<file path="config.mk">
export PLATFORM = sky130hd
export DESIGN_NAME = multi_seq_check
export DESIGN_NICKNAME = d
export VERILOG_FILES = /design/src/rtl/multi_seq_check.sv
export SDC_FILE = /design/constraint.sdc
export NUM_CORES = 1
export LEC_CHECK = 0
export ABC_AREA = 1
export CAP_MARGIN = 40
export CORE_MARGIN = 2
export CORE_UTILIZATION = 50
export CTS_BUF_LIST = sky130_fd_sc_hd__clkbuf_16
export CTS_CLUSTER_SIZE = 16
export DETAILED_ROUTE_END_ITERATION = 8
export GPL_ROUTABILITY_DRIVEN = 0
export PLACE_DENSITY = 0.74
export SYNTH_ARGS = -nofsm -noshare
export SYNTH_HDL_FRONTEND = slang
export SYNTH_SLANG_ARGS = --single-unit
</file>
<file path="constraint.sdc">
create_clock -name clk -period 5.6 [get_ports clk]
set_input_delay 0.56 -clock clk [delete_from_list [all_inputs] [get_ports clk]]
set_output_delay 0.56 -clock clk [all_outputs]
set_load 0.05 [all_outputs]
</file>
<file path="src/rtl/multi_seq_check.sv">
// Receive-side checker for the x1/x3/x7/x8 multiplier stream.
// Locks on grant_i, recovers the operand and flags bad frames.
module multi_seq_check #(
  parameter int DW    = 8,
  parameter int CNT_W = 16
) (
  input  logic             clk,
  input  logic             rst,
  input  logic             grant_i,
  input  logic [DW+2:0]    seq_i,
  output logic             sync_o,
  output logic [DW-1:0]    data_o,
  output logic             vld_o,
  output logic             err_o,
  output logic [CNT_W-1:0] err_cnt_o
);

  localparam logic [2:0] HUNT = 3'd0;
  localparam logic [2:0] PH3  = 3'd1;
  localparam logic [2:0] PH7  = 3'd2;
  localparam logic [2:0] PH8  = 3'd3;
  localparam logic [2:0] DONE = 3'd4;

  logic [2:0]    state;
  logic [DW-1:0] base;
  logic          bad;

  logic [DW+2:0] b_ext;
  logic [DW+2:0] exp_v;
  logic          in_frame;
  logic          fin_bad;
  logic          fire_err;

  // Expected sample for the current phase and the error decision
  always_comb begin
    b_ext    = {3'b000, base};
    exp_v    = '0;
    in_frame = 1'b0;
    case (state)
      PH3: begin
        exp_v    = (b_ext << 1) + b_ext;
        in_frame = 1'b1;
      end
      PH7: begin
        exp_v    = (b_ext << 3) - b_ext;
        in_frame = 1'b1;
      end
      PH8: begin
        exp_v    = b_ext << 3;
        in_frame = 1'b1;
      end
      default: exp_v = '0;
    endcase
    fin_bad  = bad | (seq_i != exp_v);
    fire_err = (in_frame & grant_i)
             | ((state == PH8) & ~grant_i & fin_bad);
  end

  // Frame tracking, result registers and saturating error count
  always_ff @(posedge clk) begin
    if (rst) begin
      state     <= HUNT;
      base      <= '0;
      bad       <= 1'b0;
      sync_o    <= 1'b0;
      data_o    <= '0;
      vld_o     <= 1'b0;
      err_o     <= 1'b0;
      err_cnt_o <= '0;
    end else begin
      vld_o <= 1'b0;
      err_o <= 1'b0;
      if (fire_err && err_cnt_o != '1)
        err_cnt_o <= err_cnt_o + 1'b1;

      if (grant_i) begin
        base  <= seq_i[DW-1:0];
        bad   <= |seq_i[DW+2:DW];
        state <= PH3;
        if (in_frame) begin
          err_o  <= 1'b1;
          sync_o <= 1'b0;
        end
      end else begin
        case (state)
          HUNT, DONE: begin
            sync_o <= 1'b0;
            state  <= HUNT;
          end
          PH3: begin
            bad   <= fin_bad;
            state <= PH7;
          end
          PH7: begin
            bad   <= fin_bad;
            state <= PH8;
          end
          PH8: begin
            vld_o  <= 1'b1;
            err_o  <= fin_bad;
            data_o <= base;
            sync_o <= 1'b1;
            state  <= DONE;
          end
          default: state <= HUNT;
        endcase
      end
    end
  end

endmodule

</file>
==> results.md <==
* Status: complete, no violations
* GRT met3 Usage at 3.39%
* Final Skew at 0.0115 ns
* Biggest area consumer among synthesized cells: dfxtp_1
* CP Class: reg -> reg
* VDD IR max at 0.116 mV
* Detail Route Antenna Nets at 0
* Setup ws final at 2.42 ns
* Met2 Use GR at 38.5%
* Syn nets at 503
* Actual slew at the worst max-slew pin at 0.720 ns
* Num CTS Buffers at 5
* Layout Nets at 542
* Final Hold Violating Endpoints at 0
* Port buffer count at 40
* Initial antenna violation count at 0
* Cts repair resizes at 0
* Avg Cell Area, Syn at 6.04 um2
* Seq cells post-synth at 38
* Crit path from: base[1]
* Worst R2R Setup Slack at 2.42 ns
* Finish-stage setup viols at 0
* Root Driver: clkbuf_16
* Vias at 3002
* WP data arrival at 3.35 ns
* Post-DP HPWL at 5660 um
* Unrepaired setup endpoints after global routing: no
* CTS tree: done
* 1st-iter DRT viols at 229
* Crit share post-route at 56.9%
* GR Util met1 at 36.9%
* Top-area cell type share of the netlist area at 26.8%
* Vias in the first global route at 2643
* Drt total wl at 7340 um
* Max-cap viol count at 0
* Diodes inserted at 0
* Fmax achieved at 314 MHz
* Hold Buf Count CTS at 0
* Layout area overhead at 22.0%
* DRT Pass-1 Iters at 5
* Worst skew pair latency at 0.28 ns
* Relative slew slack at 51.9%
* Largest net degree at the start of global routing at 31
* Row cnt at 27
* Global-route wire length before repair at 12400 um
* Starting Density at 51.6%
* Vias per inst at 5.17
* Design Power at 771 uW
* Post-CTS Setup Bufs at 0
* Mapped cell area at 2840 um2
* DIE HEIGHT at 79.4 um
* Seq/Total Area, Yosys at 26.8%
* Grt total ovfl at 0
* Pwr Density at 223 nW/um2
* Place WS at 2.47 ns
* Clk sinks at 38
* Worst-path maximum fanout at 30
* Drt drc at 0
* Die width at 79.4 um
* Setup crit start kind: register
* Crit path required time at 5.77 ns
* Share of cells above drive strength 1 at 2.75%
* Wire length per cell at 12.6 um
* Worst hold-check path type: reg -> reg
* Post-synth cell types at 28
* Tot GR Track Use at 24.7%
* Die ar. at 6300 um2
* Tmin final at 3.18 ns
* RR Startpoint: base[1]
* Total leakage power at 0.00168 uW
* Cell count after synthesis at 470
* GRT busiest layer: met2
* Clk pin slew, worst setup/hold paths at 0.06 ns
* Min-delay src: data_o[4]
* Slew Limit Fails at 0
* Clock Path Buffers at 2
* Setup TNS Final at 0 ns
* Dominant cells by area after synthesis: dfxtp_1 (27%), nand2_1 (16%), nand3_1 (12%), inv_1 (10%), ha_1 (7.9%)
* H-tree Lvls at 2
* Core area at 5510 um2
* Syn. warnings at 0
* CP Capture Type: register
* I/O pin cnt at 41
-- state kept, by name, indices dropped and copies added (netlist names) --
register   cells
err_cnt_o     16
base           8
data_o         8
err_o          1
state          2
sync_o         1
bad            1
vld_o          1
-- placed cells by master, fill, tap and decap left out, drive strengths merged, types with 5 or more instances in the layout --
master	n
a21oi	32
ha	18
inv	76
dfxtp	38
nand2	126
nor3	6
clkbuf	5
nand3b	5
o21ai	18
nand3	68
nand4	10
clkdlybuf4s50	40
nor2	51
-- worst paths after layout --
check / endpoint / cells past startpoint
max reg2reg: err_cnt_o[0] / 21
min: data_o[4] / 2
max: err_cnt_o[0] / 21
min reg2reg: data_o[4] / 2
-- Yosys cell counts --
master,n
nor4_1,2
nor3_4,1
ha_1,18
buf_6,2
nor2_1,51
clkbuf_1,5
inv_1,76
a211oi_1,2
o21ai_0,18
or2_2,1
nand2_1,122
nand3_2,1
xor2_1,1
fa_1,1
nand3_1,67
nor3_1,5
o21bai_1,1
or2_0,1
o21a_1,1
a21oi_1,32
buf_2,2
a21boi_0,1
or2_1,1
nand2_2,4
a2111oi_0,1
dfxtp_1,38
nand3b_1,5
nand4_1,10
-- where the power goes --
part	internal [uW]	switching, uW
Combinational	61.1	103
Clock	206	112
Sequential	278	11.0
Total	545	226
-- cell families (layout without fill, tap and decap cells) --
| group | count (synthesis) | in the layout | synth area share [%] |
|---|---|---|---|
| xor+xnor | 1 | 1 | 0.308 |
| flops | 38 | 38 | 26.8 |
| simple gates | 271 | 271 | 42.0 |
| compound gates | 56 | 56 | 10.4 |
| fa+ha+maj | 19 | 19 | 8.63 |
| buf+inv | 85 | 124 | 11.9 |
-- area by class of cell --
class | instances | area, um2
repair buffers | 41 | 428
clock buffers | 5 | 125
well taps | 72 | 90.1
clock inverters | 2 | 33.8
fillers | 529 | 2040
multi-input cells | 347 | 1740
inverters | 76 | 285
flip-flops and latches | 38 | 761
-- per-layer routing --
metal,vias to the layer above,wire length (um)
met5,-,0
met4,0,59
met3,6,404
met2,95,3150
met1,1309,3720
li1,1592,-
-- through the flow --
stage	util, %	cell area [um2]	instances	hold slack [ns]
after detailed placement	60.1	3310	574	0.475
final	62.9	3470	581	0.478
after global placement	59.6	3280	573	0.466
after global routing	62.9	3470	581	0.502
after CTS	62.9	3470	581	0.485
after floorplan	-	2840	470	0.492
-- critical path, cell delays in order (launching register included) --
cell and delay (ns):
dfxtp_1 0.47, ha_1 0.29, inv_1 0.07, fa_1 0.39, inv_1 0.10, nand2_1 0.06
nand2_1 0.06, nor2_1 0.04, nor2_1 0.12, nand2_1 0.07, nand2_1 0.06, nand2_1 0.04
nor2_1 0.07, nand2_1 0.06, nor2_1 0.13, nand3_1 0.13, nor2_1 0.11, nand2_1 0.08
nand2_2 0.08, nand2_2 0.31, a21oi_1 0.27, nor2_1 0.07
Note: power is estimated with default switching activity, not from simulation.
